[config.mk]
export PLATFORM = sky130hd
export DESIGN_NAME = control_sequencer_flat
export DESIGN_NICKNAME = d
export VERILOG_FILES = /design/src/rtl/control_sequencer_pkg.sv /design/src/rtl/control_sequencer_if.sv /design/src/rtl/control_sequencer_decode.sv /design/src/rtl/control_sequencer.sv /design/src/flat_wrapper.sv
export SDC_FILE = /design/constraint.sdc
export NUM_CORES = 1
export LEC_CHECK = 0
export CAP_MARGIN = 20
export CORE_MARGIN = 1.5
export CORE_UTILIZATION = 49
export DETAILED_ROUTE_END_ITERATION = 7
export PLACE_DENSITY = 0.8
export SYNTH_ARGS = -nofsm -noshare
export SYNTH_HDL_FRONTEND = slang
export SYNTH_SLANG_ARGS = --single-unit
[constraint.sdc]
create_clock -name Clock -period 7.7 [get_ports Clock]
set_clock_uncertainty 0.1 [all_clocks]
set_input_delay 1.54 -clock Clock [delete_from_list [all_inputs] [get_ports Clock]]
set_output_delay 1.54 -clock Clock [all_outputs]
set_load 0.02 [all_outputs]
[src/rtl/control_sequencer_pkg.sv]
// Shared types for the hardwired control sequencer: opcodes, state encoding,
// instruction classes and the control word that drives the datapath.
package control_sequencer_pkg;

  localparam int IR_W = 32;
  localparam int OP_W = 5;

  localparam logic [OP_W-1:0] OP_LD   = 5'b00000;
  localparam logic [OP_W-1:0] OP_LDI  = 5'b00001;
  localparam logic [OP_W-1:0] OP_ST   = 5'b00010;
  localparam logic [OP_W-1:0] OP_ADD  = 5'b00011;
  localparam logic [OP_W-1:0] OP_SUB  = 5'b00100;
  localparam logic [OP_W-1:0] OP_SHR  = 5'b00101;
  localparam logic [OP_W-1:0] OP_SHL  = 5'b00110;
  localparam logic [OP_W-1:0] OP_ROR  = 5'b00111;
  localparam logic [OP_W-1:0] OP_ROL  = 5'b01000;
  localparam logic [OP_W-1:0] OP_AND  = 5'b01001;
  localparam logic [OP_W-1:0] OP_OR   = 5'b01010;
  localparam logic [OP_W-1:0] OP_ADDI = 5'b01011;
  localparam logic [OP_W-1:0] OP_ANDI = 5'b01100;
  localparam logic [OP_W-1:0] OP_ORI  = 5'b01101;
  localparam logic [OP_W-1:0] OP_MUL  = 5'b01110;
  localparam logic [OP_W-1:0] OP_DIV  = 5'b01111;
  localparam logic [OP_W-1:0] OP_NEG  = 5'b10000;
  localparam logic [OP_W-1:0] OP_NOT  = 5'b10001;
  localparam logic [OP_W-1:0] OP_BR   = 5'b10010;
  localparam logic [OP_W-1:0] OP_JR   = 5'b10011;
  localparam logic [OP_W-1:0] OP_JAL  = 5'b10100;
  localparam logic [OP_W-1:0] OP_IN   = 5'b10101;
  localparam logic [OP_W-1:0] OP_OUT  = 5'b10110;
  localparam logic [OP_W-1:0] OP_MFHI = 5'b10111;
  localparam logic [OP_W-1:0] OP_MFLO = 5'b11000;
  localparam logic [OP_W-1:0] OP_NOP  = 5'b11001;
  localparam logic [OP_W-1:0] OP_HALT = 5'b11010;

  localparam logic [OP_W-1:0] ALU_ADD = 5'b00011;

  typedef enum logic [3:0] {
    ST_RESET = 4'd0,
    ST_T0    = 4'd1,
    ST_T1    = 4'd2,
    ST_T2    = 4'd3,
    ST_T3    = 4'd4,
    ST_T4    = 4'd5,
    ST_T5    = 4'd6,
    ST_T6    = 4'd7,
    ST_T7    = 4'd8,
    ST_HALT  = 4'd9
  } state_t;

  typedef enum logic [3:0] {
    C_LD, C_LDI, C_ST, C_ALU3, C_ALUI, C_MULDIV, C_UNARY,
    C_BR, C_JR, C_JAL, C_IO, C_MV, C_NOP, C_HALT
  } iclass_t;

  typedef struct packed {
    logic            Run;
    logic [OP_W-1:0] ALU_op;
    logic PCout, ZLowout, ZHighout, MDRout, HIout, LOout, InPortout, Cout, BAout, R_out;
    logic MAR_enable, MDR_enable, IR_enable, Y_enable, ZLowIn, ZHighIn, PC_enable;
    logic HI_enable, LO_enable, OutPort_enable, CON_enable, R_in;
    logic IncPC, MDR_read, RAM_write, Gra, Grb, Grc;
  } ctrl_t;

  // Index of the final execute step for each class; fetch-only classes end at T2.
  function automatic logic [2:0] last_step(iclass_t c);
    case (c)
      C_LD, C_ST:           last_step = 3'd7;
      C_MULDIV, C_BR:       last_step = 3'd6;
      C_LDI, C_ALU3, C_ALUI: last_step = 3'd5;
      C_UNARY, C_JAL:       last_step = 3'd4;
      C_JR, C_IO, C_MV:     last_step = 3'd3;
      default:              last_step = 3'd2;
    endcase
  endfunction

endpackage

[src/rtl/control_sequencer_if.sv]
// Datapath-side control bundle: instruction/flag inputs and every control line.
// Mem_ready exists only when MEM_WAIT_EN is defined.
interface control_sequencer_if;
  import control_sequencer_pkg::*;

  logic [IR_W-1:0] IR;
  logic            branch_flag;
`ifdef MEM_WAIT_EN
  logic            Mem_ready;
`endif
  logic PCout, ZLowout, ZHighout, MDRout, HIout, LOout, InPortout, Cout, BAout, R_out;
  logic MAR_enable, MDR_enable, IR_enable, Y_enable, ZLowIn, ZHighIn, PC_enable;
  logic HI_enable, LO_enable, OutPort_enable, CON_enable, R_in;
  logic IncPC, MDR_read, RAM_write, Gra, Grb, Grc;
  logic [OP_W-1:0] ALU_op;
  logic            Run;

  modport master (
`ifdef MEM_WAIT_EN
    input  Mem_ready,
`endif
    input  IR, branch_flag,
    output PCout, ZLowout, ZHighout, MDRout, HIout, LOout, InPortout, Cout, BAout, R_out,
    output MAR_enable, MDR_enable, IR_enable, Y_enable, ZLowIn, ZHighIn, PC_enable,
    output HI_enable, LO_enable, OutPort_enable, CON_enable, R_in,
    output IncPC, MDR_read, RAM_write, Gra, Grb, Grc, ALU_op, Run
  );

  modport slave (
`ifdef MEM_WAIT_EN
    output Mem_ready,
`endif
    output IR, branch_flag,
    input  PCout, ZLowout, ZHighout, MDRout, HIout, LOout, InPortout, Cout, BAout, R_out,
    input  MAR_enable, MDR_enable, IR_enable, Y_enable, ZLowIn, ZHighIn, PC_enable,
    input  HI_enable, LO_enable, OutPort_enable, CON_enable, R_in,
    input  IncPC, MDR_read, RAM_write, Gra, Grb, Grc, ALU_op, Run
  );

endinterface

[src/rtl/control_sequencer_decode.sv]
// Combinational opcode-to-instruction-class map; unknown opcodes behave as nop.
module control_sequencer_decode
  import control_sequencer_pkg::*;
(
  input  logic [OP_W-1:0] op,
  output iclass_t         iclass
);

  always_comb begin
    iclass = C_NOP;
    case (op)
      OP_LD:                        iclass = C_LD;
      OP_LDI:                       iclass = C_LDI;
      OP_ST:                        iclass = C_ST;
      OP_ADD, OP_SUB, OP_SHR, OP_SHL,
      OP_ROR, OP_ROL, OP_AND, OP_OR: iclass = C_ALU3;
      OP_ADDI, OP_ANDI, OP_ORI:     iclass = C_ALUI;
      OP_MUL, OP_DIV:               iclass = C_MULDIV;
      OP_NEG, OP_NOT:               iclass = C_UNARY;
      OP_BR:                        iclass = C_BR;
      OP_JR:                        iclass = C_JR;
      OP_JAL:                       iclass = C_JAL;
      OP_IN, OP_OUT:                iclass = C_IO;
      OP_MFHI, OP_MFLO:             iclass = C_MV;
      OP_HALT:                      iclass = C_HALT;
      OP_NOP:                       iclass = C_NOP;
      default:                      iclass = C_NOP;
    endcase
  end

endmodule

[src/rtl/control_sequencer.sv]
// Hardwired control sequencer: fetch T0-T2, decode, per-class execute steps.
// Outputs are registered from the next state. MEM_WAIT_EN adds Mem_ready stalls.
//
// state    | meaning
// RESET    | held in reset, all outputs 0
// T0-T2    | instruction fetch
// T3-T7    | execute steps of the latched opcode
// HALT     | stopped until Clear
module control_sequencer
  import control_sequencer_pkg::*;
(
  input  logic              Clock,
  input  logic              Clear,
  control_sequencer_if.master bus
);

  state_t          state_q, state_d;
  logic [OP_W-1:0] op_q, op_sel;
  iclass_t         iclass;
  ctrl_t           ctrl_q, ctrl_d;
  logic [2:0]      step;
  logic            mem_ready, mem_hold;
  logic            unused_ir;

`ifdef MEM_WAIT_EN
  assign mem_ready = bus.Mem_ready;
`else
  assign mem_ready = 1'b1;
`endif

  assign unused_ir = ^bus.IR[IR_W-OP_W-1:0];

  // In T2 the opcode comes straight from IR so the T3 decision and T3 outputs see it.
  assign op_sel = (state_q == ST_T2) ? bus.IR[IR_W-1:IR_W-OP_W] : op_q;

  control_sequencer_decode u_decode (
    .op     (op_sel),
    .iclass (iclass)
  );

  always_comb begin
    step = 3'd0;
    case (state_q)
      ST_T3:   step = 3'd3;
      ST_T4:   step = 3'd4;
      ST_T5:   step = 3'd5;
      ST_T6:   step = 3'd6;
      ST_T7:   step = 3'd7;
      default: step = 3'd0;
    endcase
  end

  assign mem_hold = ~mem_ready & (((state_q == ST_T6) && (iclass == C_LD)) ||
                                  ((state_q == ST_T7) && (iclass == C_ST)));

  always_comb begin
    state_d = state_q;
    case (state_q)
      ST_RESET: state_d = ST_T0;
      ST_T0:    state_d = ST_T1;
      ST_T1:    if (mem_ready) state_d = ST_T2;
      ST_T2: begin
        case (iclass)
          C_NOP:   state_d = ST_T0;
          C_HALT:  state_d = ST_HALT;
          default: state_d = ST_T3;
        endcase
      end
      ST_T3, ST_T4, ST_T5, ST_T6, ST_T7: begin
        if (!mem_hold) begin
          if ((step >= last_step(iclass)) || (state_q == ST_T7))
            state_d = ST_T0;
          else
            state_d = state_t'(state_q + 4'd1);
        end
      end
      ST_HALT:  state_d = ST_HALT;
      default:  state_d = ST_RESET;
    endcase
  end

  always_comb begin
    ctrl_d = '0;
    ctrl_d.Run = (state_d != ST_RESET) && (state_d != ST_HALT);
    case (state_d)
      ST_T0: begin
        ctrl_d.PCout = 1'b1; ctrl_d.MAR_enable = 1'b1; ctrl_d.IncPC = 1'b1; ctrl_d.ZLowIn = 1'b1;
      end
      ST_T1: begin
        ctrl_d.ZLowout = 1'b1; ctrl_d.PC_enable = 1'b1;
        ctrl_d.MDR_read = 1'b1; ctrl_d.MDR_enable = 1'b1;
      end
      ST_T2: begin
        ctrl_d.MDRout = 1'b1; ctrl_d.IR_enable = 1'b1;
      end
      ST_T3: begin
        case (iclass)
          C_LD, C_LDI, C_ST: begin
            ctrl_d.Grb = 1'b1; ctrl_d.BAout = 1'b1; ctrl_d.Y_enable = 1'b1;
          end
          C_ALU3, C_ALUI: begin
            ctrl_d.Grb = 1'b1; ctrl_d.R_out = 1'b1; ctrl_d.Y_enable = 1'b1;
          end
          C_MULDIV: begin
            ctrl_d.Gra = 1'b1; ctrl_d.R_out = 1'b1; ctrl_d.Y_enable = 1'b1;
          end
          C_UNARY: begin
            ctrl_d.Grb = 1'b1; ctrl_d.R_out = 1'b1; ctrl_d.ZLowIn = 1'b1; ctrl_d.ALU_op = op_sel;
          end
          C_BR: begin
            ctrl_d.Gra = 1'b1; ctrl_d.R_out = 1'b1; ctrl_d.CON_enable = 1'b1;
          end
          C_JR: begin
            ctrl_d.Gra = 1'b1; ctrl_d.R_out = 1'b1; ctrl_d.PC_enable = 1'b1;
          end
          C_JAL: begin
            ctrl_d.PCout = 1'b1; ctrl_d.Grb = 1'b1; ctrl_d.R_in = 1'b1;
          end
          C_IO: begin
            ctrl_d.Gra = 1'b1;
            if (op_sel == OP_IN) begin
              ctrl_d.InPortout = 1'b1; ctrl_d.R_in = 1'b1;
            end else begin
              ctrl_d.R_out = 1'b1; ctrl_d.OutPort_enable = 1'b1;
            end
          end
          C_MV: begin
            ctrl_d.Gra = 1'b1; ctrl_d.R_in = 1'b1;
            if (op_sel == OP_MFHI) ctrl_d.HIout = 1'b1;
            else                   ctrl_d.LOout = 1'b1;
          end
          default: ;
        endcase
      end
      ST_T4: begin
        case (iclass)
          C_LD, C_LDI, C_ST: begin
            ctrl_d.Cout = 1'b1; ctrl_d.ZLowIn = 1'b1; ctrl_d.ALU_op = ALU_ADD;
          end
          C_ALU3: begin
            ctrl_d.Grc = 1'b1; ctrl_d.R_out = 1'b1; ctrl_d.ZLowIn = 1'b1; ctrl_d.ALU_op = op_sel;
          end
          C_ALUI: begin
            ctrl_d.Cout = 1'b1; ctrl_d.ZLowIn = 1'b1; ctrl_d.ALU_op = op_sel;
          end
          C_MULDIV: begin
            ctrl_d.Grb = 1'b1; ctrl_d.R_out = 1'b1; ctrl_d.ZLowIn = 1'b1;
            ctrl_d.ZHighIn = 1'b1; ctrl_d.ALU_op = op_sel;
          end
          C_UNARY: begin
            ctrl_d.ZLowout = 1'b1; ctrl_d.Gra = 1'b1; ctrl_d.R_in = 1'b1;
          end
          C_BR: begin
            ctrl_d.PCout = 1'b1; ctrl_d.Y_enable = 1'b1;
          end
          C_JAL: begin
            ctrl_d.Gra = 1'b1; ctrl_d.R_out = 1'b1; ctrl_d.PC_enable = 1'b1;
          end
          default: ;
        endcase
      end
      ST_T5: begin
        case (iclass)
          C_LD, C_ST: begin
            ctrl_d.ZLowout = 1'b1; ctrl_d.MAR_enable = 1'b1;
          end
          C_LDI, C_ALU3, C_ALUI: begin
            ctrl_d.ZLowout = 1'b1; ctrl_d.Gra = 1'b1; ctrl_d.R_in = 1'b1;
          end
          C_MULDIV: begin
            ctrl_d.ZLowout = 1'b1; ctrl_d.LO_enable = 1'b1;
          end
          C_BR: begin
            ctrl_d.Cout = 1'b1; ctrl_d.ZLowIn = 1'b1; ctrl_d.ALU_op = ALU_ADD;
          end
          default: ;
        endcase
      end
      ST_T6: begin
        case (iclass)
          C_LD: begin
            ctrl_d.MDR_read = 1'b1; ctrl_d.MDR_enable = 1'b1;
          end
          C_ST: begin
            ctrl_d.Gra = 1'b1; ctrl_d.R_out = 1'b1; ctrl_d.MDR_enable = 1'b1;
          end
          C_MULDIV: begin
            ctrl_d.ZHighout = 1'b1; ctrl_d.HI_enable = 1'b1;
          end
          C_BR: begin
            // Not-taken branch spends this cycle idle rather than skipping it.
            if (bus.branch_flag) begin
              ctrl_d.ZLowout = 1'b1; ctrl_d.PC_enable = 1'b1;
            end
          end
          default: ;
        endcase
      end
      ST_T7: begin
        case (iclass)
          C_LD: begin
            ctrl_d.MDRout = 1'b1; ctrl_d.Gra = 1'b1; ctrl_d.R_in = 1'b1;
          end
          C_ST: ctrl_d.RAM_write = 1'b1;
          default: ;
        endcase
      end
      default: ;
    endcase
  end

  always_ff @(posedge Clock or negedge Clear) begin
    if (!Clear) begin
      state_q <= ST_RESET;
      op_q    <= '0;
      ctrl_q  <= '0;
    end else begin
      state_q <= state_d;
      ctrl_q  <= ctrl_d;
      if (state_q == ST_T2) op_q <= op_sel;
    end
  end

  assign bus.Run            = ctrl_q.Run;
  assign bus.ALU_op         = ctrl_q.ALU_op;
  assign bus.PCout          = ctrl_q.PCout;
  assign bus.ZLowout        = ctrl_q.ZLowout;
  assign bus.ZHighout       = ctrl_q.ZHighout;
  assign bus.MDRout         = ctrl_q.MDRout;
  assign bus.HIout          = ctrl_q.HIout;
  assign bus.LOout          = ctrl_q.LOout;
  assign bus.InPortout      = ctrl_q.InPortout;
  assign bus.Cout           = ctrl_q.Cout;
  assign bus.BAout          = ctrl_q.BAout;
  assign bus.R_out          = ctrl_q.R_out;
  assign bus.MAR_enable     = ctrl_q.MAR_enable;
  assign bus.MDR_enable     = ctrl_q.MDR_enable;
  assign bus.IR_enable      = ctrl_q.IR_enable;
  assign bus.Y_enable       = ctrl_q.Y_enable;
  assign bus.ZLowIn         = ctrl_q.ZLowIn;
  assign bus.ZHighIn        = ctrl_q.ZHighIn;
  assign bus.PC_enable      = ctrl_q.PC_enable;
  assign bus.HI_enable      = ctrl_q.HI_enable;
  assign bus.LO_enable      = ctrl_q.LO_enable;
  assign bus.OutPort_enable = ctrl_q.OutPort_enable;
  assign bus.CON_enable     = ctrl_q.CON_enable;
  assign bus.R_in           = ctrl_q.R_in;
  assign bus.IncPC          = ctrl_q.IncPC;
  assign bus.MDR_read       = ctrl_q.MDR_read;
  assign bus.RAM_write      = ctrl_q.RAM_write;
  assign bus.Gra            = ctrl_q.Gra;
  assign bus.Grb            = ctrl_q.Grb;
  assign bus.Grc            = ctrl_q.Grc;

endmodule

[src/flat_wrapper.sv]
// flat-port wrapper written by rule: the top's interface ports become plain ports
module control_sequencer_flat import control_sequencer_pkg::*;
  (Clock, Clear, bus_IR, bus_branch_flag, bus_PCout, bus_ZLowout, bus_ZHighout, bus_MDRout, bus_HIout, bus_LOout, bus_InPortout, bus_Cout, bus_BAout, bus_R_out, bus_MAR_enable, bus_MDR_enable, bus_IR_enable, bus_Y_enable, bus_ZLowIn, bus_ZHighIn, bus_PC_enable, bus_HI_enable, bus_LO_enable, bus_OutPort_enable, bus_CON_enable, bus_R_in, bus_IncPC, bus_MDR_read, bus_RAM_write, bus_Gra, bus_Grb, bus_Grc, bus_ALU_op, bus_Run);
  control_sequencer_if bus_i ();
  input  logic Clock;
  input  logic Clear;
  input wire logic [$bits(bus_i.IR)-1:0] bus_IR;
  input wire logic [$bits(bus_i.branch_flag)-1:0] bus_branch_flag;
  output wire logic [$bits(bus_i.PCout)-1:0] bus_PCout;
  output wire logic [$bits(bus_i.ZLowout)-1:0] bus_ZLowout;
  output wire logic [$bits(bus_i.ZHighout)-1:0] bus_ZHighout;
  output wire logic [$bits(bus_i.MDRout)-1:0] bus_MDRout;
  output wire logic [$bits(bus_i.HIout)-1:0] bus_HIout;
  output wire logic [$bits(bus_i.LOout)-1:0] bus_LOout;
  output wire logic [$bits(bus_i.InPortout)-1:0] bus_InPortout;
  output wire logic [$bits(bus_i.Cout)-1:0] bus_Cout;
  output wire logic [$bits(bus_i.BAout)-1:0] bus_BAout;
  output wire logic [$bits(bus_i.R_out)-1:0] bus_R_out;
  output wire logic [$bits(bus_i.MAR_enable)-1:0] bus_MAR_enable;
  output wire logic [$bits(bus_i.MDR_enable)-1:0] bus_MDR_enable;
  output wire logic [$bits(bus_i.IR_enable)-1:0] bus_IR_enable;
  output wire logic [$bits(bus_i.Y_enable)-1:0] bus_Y_enable;
  output wire logic [$bits(bus_i.ZLowIn)-1:0] bus_ZLowIn;
  output wire logic [$bits(bus_i.ZHighIn)-1:0] bus_ZHighIn;
  output wire logic [$bits(bus_i.PC_enable)-1:0] bus_PC_enable;
  output wire logic [$bits(bus_i.HI_enable)-1:0] bus_HI_enable;
  output wire logic [$bits(bus_i.LO_enable)-1:0] bus_LO_enable;
  output wire logic [$bits(bus_i.OutPort_enable)-1:0] bus_OutPort_enable;
  output wire logic [$bits(bus_i.CON_enable)-1:0] bus_CON_enable;
  output wire logic [$bits(bus_i.R_in)-1:0] bus_R_in;
  output wire logic [$bits(bus_i.IncPC)-1:0] bus_IncPC;
  output wire logic [$bits(bus_i.MDR_read)-1:0] bus_MDR_read;
  output wire logic [$bits(bus_i.RAM_write)-1:0] bus_RAM_write;
  output wire logic [$bits(bus_i.Gra)-1:0] bus_Gra;
  output wire logic [$bits(bus_i.Grb)-1:0] bus_Grb;
  output wire logic [$bits(bus_i.Grc)-1:0] bus_Grc;
  output wire logic [$bits(bus_i.ALU_op)-1:0] bus_ALU_op;
  output wire logic [$bits(bus_i.Run)-1:0] bus_Run;
  assign bus_i.IR = bus_IR;
  assign bus_i.branch_flag = bus_branch_flag;
  assign bus_PCout = bus_i.PCout;
  assign bus_ZLowout = bus_i.ZLowout;
  assign bus_ZHighout = bus_i.ZHighout;
  assign bus_MDRout = bus_i.MDRout;
  assign bus_HIout = bus_i.HIout;
  assign bus_LOout = bus_i.LOout;
  assign bus_InPortout = bus_i.InPortout;
  assign bus_Cout = bus_i.Cout;
  assign bus_BAout = bus_i.BAout;
  assign bus_R_out = bus_i.R_out;
  assign bus_MAR_enable = bus_i.MAR_enable;
  assign bus_MDR_enable = bus_i.MDR_enable;
  assign bus_IR_enable = bus_i.IR_enable;
  assign bus_Y_enable = bus_i.Y_enable;
  assign bus_ZLowIn = bus_i.ZLowIn;
  assign bus_ZHighIn = bus_i.ZHighIn;
  assign bus_PC_enable = bus_i.PC_enable;
  assign bus_HI_enable = bus_i.HI_enable;
  assign bus_LO_enable = bus_i.LO_enable;
  assign bus_OutPort_enable = bus_i.OutPort_enable;
  assign bus_CON_enable = bus_i.CON_enable;
  assign bus_R_in = bus_i.R_in;
  assign bus_IncPC = bus_i.IncPC;
  assign bus_MDR_read = bus_i.MDR_read;
  assign bus_RAM_write = bus_i.RAM_write;
  assign bus_Gra = bus_i.Gra;
  assign bus_Grb = bus_i.Grb;
  assign bus_Grc = bus_i.Grc;
  assign bus_ALU_op = bus_i.ALU_op;
  assign bus_Run = bus_i.Run;
  control_sequencer u_core (.Clock(Clock), .Clear(Clear), .bus(bus_i));
endmodule
Word-level counts from Yosys, hierarchy flattened
Memory sizes are Yosys's and may differ from the RTL's. Index checks and enable logic that the tools add are counted.

Register bits: 42. ROM bits: 176. Input bits: 35. Output and inout port bits: 34. Word-level logic and storage cells: 148. Memories: 2.

Add/sub/neg operators: 1. Magnitude comparators: 1. Eq/ne operators: 33. Muxes and demuxes: 62. Reduce and logical (&&, ||, !) cells: 18.

Memories: (name not given) (words 32, width 4, read ports 1, clocked after Yosys merged registers in 0, wr ports 0, RTL line control_sequencer_decode.sv:11) `case (op)`; (name not given) (words 16, width 3, read ports 1, clocked after Yosys merged registers in 0, wr ports 0, RTL line control_sequencer_pkg.sv:67) `case (c)`.

Operator list (count): 4-bit by 3-bit == test with 1-bit output, second input constant (12); 4-bit == test, second input constant (9); 1-bit 2-to-1 mux (33); 4-bit by 2-bit == test with 1-bit output, second input constant (6); 4-bit case mux with 6 select lines (1); 1-bit case mux with 2 select lines (9); 1-bit case mux with 4 select lines (4); 3-bit case mux with 5 select lines (1); 5-bit case mux with 3 select lines (1); 4-bit by 1-bit == test with 1-bit output, second input constant (3); 3-bit OR reduction (4); 6-bit OR reduction (2); 5-bit == test, second input constant (2); 5-bit 2-to-1 mux (2); 5-bit case mux with 2 select lines (1); 5-bit OR reduction (2); 4-bit zero test (2); 4-bit case mux with 2 select lines (1); 7-bit OR reduction (1); 2-bit 2-to-1 mux (3); 3-bit 2-to-1 mux (2); 1-bit case mux with 3 select lines (2); 2-bit OR reduction (3); 1-bit case mux with 5 select lines (1); other kinds (8) (8).

Depth between registers and ports, before layout
An unclocked memory read counts as a cell.

Depth after elaboration: 11. Depth in mapped cells: 25. Depth with buffers taken out: 21.

By module
From an unflattened synthesis, not the netlist that was laid out.

Cells, all modules: 276. Area total of the unflattened synthesis: 2533.7 µm².

By module, submodules not included: control_sequencer (times used 1, cells each 245, area an instance 2304.7 µm², sequential area each 1051.0 µm²); control_sequencer_decode (times used 1, cells each 31, area an instance 229.0 µm², sequential area each 0.0 µm²).

Least setup slack after synthesis
Ideal clock, no wire load.

Kind: input port to flip-flop. Start: in bus_IR[27]. End: reg u_core.ctrl_q, in the netlist u_core.bus.ZLowout. Setup time: 126 ps. Data arrival time: 5652 ps. Required time: 7474 ps. Path slack: 1822 ps. Stages: 18. Path buffers: 2. Cells stage by stage: mux2i_1 inv_1 ha_1 or2_2 a21oi_1 o22a_1 buf_2 nand2_2 a211o_2 and2_1 ha_1 a21o_1 a311o_1 a211oi_2 nor2_1 and3_1 clkbuf_1 a221o_1.

RTL lines: start, declared (RTL line flat_wrapper.sv:7) `input wire logic [$bits(bus_i.IR)-1:0] bus_IR;`; end signal, assigned (RTL line control_sequencer.sv:219) `ctrl_q <= ctrl_d;`; end, declared (RTL line control_sequencer.sv:20) `ctrl_t ctrl_q, ctrl_d;`.

==> flow_metrics.env <==
export IMPL_finalCritPeriodShare=0.860
export IMPL_tightestPinTransition_ns=0.895
export IMPL_fillerInstances=427
export IMPL_grt_max_degree=43
export IMPL_ff_latch_area_sq_um=1050
export IMPL_p_per_area_nw_per_um2=516
export IMPL_clock_sink_count=42
export IMPL_remaining_drc_errors=0
export IMPL_hp_start="u_core.op_q[1]$_DFFE_PN0P_"
export IMPL_drtPass1Iterations=6
export IMPL_synth_warnings=0
export IMPL_vias=2326
export IMPL_final_area_sq_um=3220
export IMPL_cp_required_ns=7.82
export IMPL_fin_hold_ws_ns=0.403
export IMPL_cts_tree="built"
export IMPL_syn_area_sq_um=2680
export IMPL_portBuffers=41
export IMPL_dp_hpwl_mm=4.67
export IMPL_cts_buffers=5
export IMPL_cp_max_fo=12
export IMPL_peakVddDrop_mv=0.301
export IMPL_r2r_start="u_core.state_q[1]$_DFF_PN0_"
export IMPL_synth_edff_count=0
export IMPL_critPathArrivalTime_ns=6.75
export IMPL_rows=26
export IMPL_slew_viol_final=0
export IMPL_diodes=0
export IMPL_netlist_instances=278
export IMPL_ios=69
export IMPL_grt_pass1_wl_mm=10.3
export IMPL_hold_path_depth=2
export IMPL_mostFrequentLayoutCells="dfrtp_1 (42), clkdlybuf4s50_1 (40), nor2_1 (28)"
export IMPL_drt_iter0_markers=244
export IMPL_ys_ff_latch=42
export IMPL_status="finished, final reports clean"
export IMPL_die_y_microns=76.9
export IMPL_routabilityCongestion=0.936
export IMPL_r2r_end="u_core.bus.LOout$_DFF_PN0_"
export IMPL_holdBufCountCts=0
export IMPL_viasPerCell=5.99
export IMPL_period_needed_ns=6.63
export IMPL_multi_input_area_sq_um=1490
export IMPL_final_setup_viol_count=0
export IMPL_synth_flop_cell="dfrtp_1"
export IMPL_postCtsSetupRepairBufs=0
export IMPL_stdcell_count=388
export IMPL_path_clk_slew_ns=0.08
export IMPL_hold_path_end="u_core.op_q[1]$_DFFE_PN0P_"
export IMPL_async_flop_share=1.00
export IMPL_ant_nets=0
export IMPL_cts_repair_resized=0
export IMPL_area_growth_pct=20.4
export IMPL_antenna_found_initial=0
export IMPL_syn_nets=325
export IMPL_synth_cell_types=75
export IMPL_power_leakage_uw=0.00141
export IMPL_wl_per_cell_microns=16.2
export IMPL_fp_dieArea_sq_um=5910
export IMPL_h_tree_depth=2
export IMPL_final_nets=364
export IMPL_r2r_slack_ns=1.35
export IMPL_dp_slack_ns=0.885
export IMPL_fin_tns_setup_ns=0
export IMPL_hold_violations=0
export IMPL_rsz0062_at_grt="no"
export IMPL_grt_use_total=0.218
export IMPL_cp_end_kind="register"
export IMPL_ys_seq_area_frac=0.393
export IMPL_fin_ws_ns=1.07
export IMPL_grt_ovfl_total=0
export IMPL_grt_pass1_vias=2073
export IMPL_critPathKind="input port to register"
export IMPL_r2r_cells=20
export IMPL_placed_cells=380
export IMPL_cts_root_buf="clkbuf_8"
export IMPL_startpoint_type="input port"
export IMPL_layout_drive_gt1_share=0.132
export IMPL_die_w_microns=76.9
export IMPL_core_area_sq_um=5170
export IMPL_wl_mm=6.27
export IMPL_clock_latency_ns=0.29
export IMPL_start_util=0.517
export IMPL_maxCapViolations=0
export IMPL_hold_class="register to register"
export IMPL_final_common_cell="dfrtp_1"
export IMPL_fmax_mhz=151
export IMPL_max_slew_margin_rel=0.404
export IMPL_cts_path_max_buffers=2
export IMPL_post_dp_cell_area_sq_um=3120
export IMPL_synth_area_per_cell_sq_um=9.63
[layout make-up]
cell class / count / area share
multi-input combinational: 208 / 0.461
sequential: 42 / 0.326
timing repair buffer: 44 / 0.133
tap: 70 / 0.0272
clock buffer: 7 / 0.0237
inverter: 16 / 0.0194
clock inverter: 1 / 0.00932
[routing by layer]
layer  global-route usage  wire length, microns
met5                    0                     0
met4               0.0704                   144
met3               0.0393                   428
met2                0.350                  2900
met1                0.298                  2790
[how the worst max path moves through the flow]
| stage | start | end | cells after the start |
|---|---|---|---|
| after floorplan | bus_IR[27] | u_core.bus.ZLowout$_DFF_PN0_ | 18 |
| after global placement | bus_IR[28] | u_core.bus.InPortout$_DFF_PN0_ | 19 |
| after detailed placement | bus_IR[27] | u_core.bus.R_in$_DFF_PN0_ | 20 |
| after CTS | bus_IR[28] | u_core.bus.LOout$_DFF_PN0_ | 19 |
| after global routing | bus_IR[28] | u_core.bus.PCout$_DFF_PN0_ | 19 |
| final | bus_IR[28] | u_core.bus.LOout$_DFF_PN0_ | 19 |
[through the flow]
step / util / total power, uW
after floorplan: - / 1200
after global placement: 0.602 / 1440
after detailed placement: 0.602 / 1470
after CTS: 0.623 / 1640
after global routing: 0.623 / 1770
final: 0.623 / 1660
[kinds of logic (layout without fill, tap and decap cells)]
family	after synthesis	after routing	share of synthesized area
and+or+nand+nor	108	108	0.217
buffers and inverters	28	68	0.0519
DFF	42	42	0.393
muxes	12	12	0.0566
AOI/OAI and AO/OA	76	76	0.226
adders and majority gates	12	12	0.0561
[worst max-delay path, stage by stage]
cell,delay [ns]
clkdlybuf4s50_1,0.41
nand2_1,0.08
nand2_1,0.12
inv_1,0.19
ha_1,0.35
nand2b_1,0.18
mux2_2,0.34
a221oi_2,0.49
or2_4,0.32
nor2_1,0.06
o21ai_0,0.27
ha_1,0.28
nand2b_1,0.15
a311o_1,0.42
a211oi_2,0.42
nand4_1,0.40
nor2_1,0.39
nand3_1,0.18
a21oi_1,0.15
[cell usage after synthesis (6+ instances only)]
| library cell | instances | share of area |
|---|---|---|
| inv_1 | 13 | 0.018 |
| nand3_1 | 8 | 0.015 |
| a21oi_1 | 12 | 0.022 |
| clkbuf_1 | 6 | 0.0084 |
| nand2_1 | 17 | 0.024 |
| mux2i_1 | 8 | 0.030 |
| nand2b_1 | 6 | 0.014 |
| o21ai_0 | 13 | 0.024 |
| nand4_1 | 8 | 0.019 |
| nor2_1 | 28 | 0.039 |
| dfrtp_1 | 42 | 0.39 |
| ha_1 | 12 | 0.056 |
[power breakdown]
part / internal [uW] / leakage [uW] / switching (uW)
Clock: 97.0 / 0.0000524 / 71.7
Sequential: 285 / 0.000559 / 38.3
Combinational: 432 / 0.000802 / 737
(Power assumes the default switching activity.)
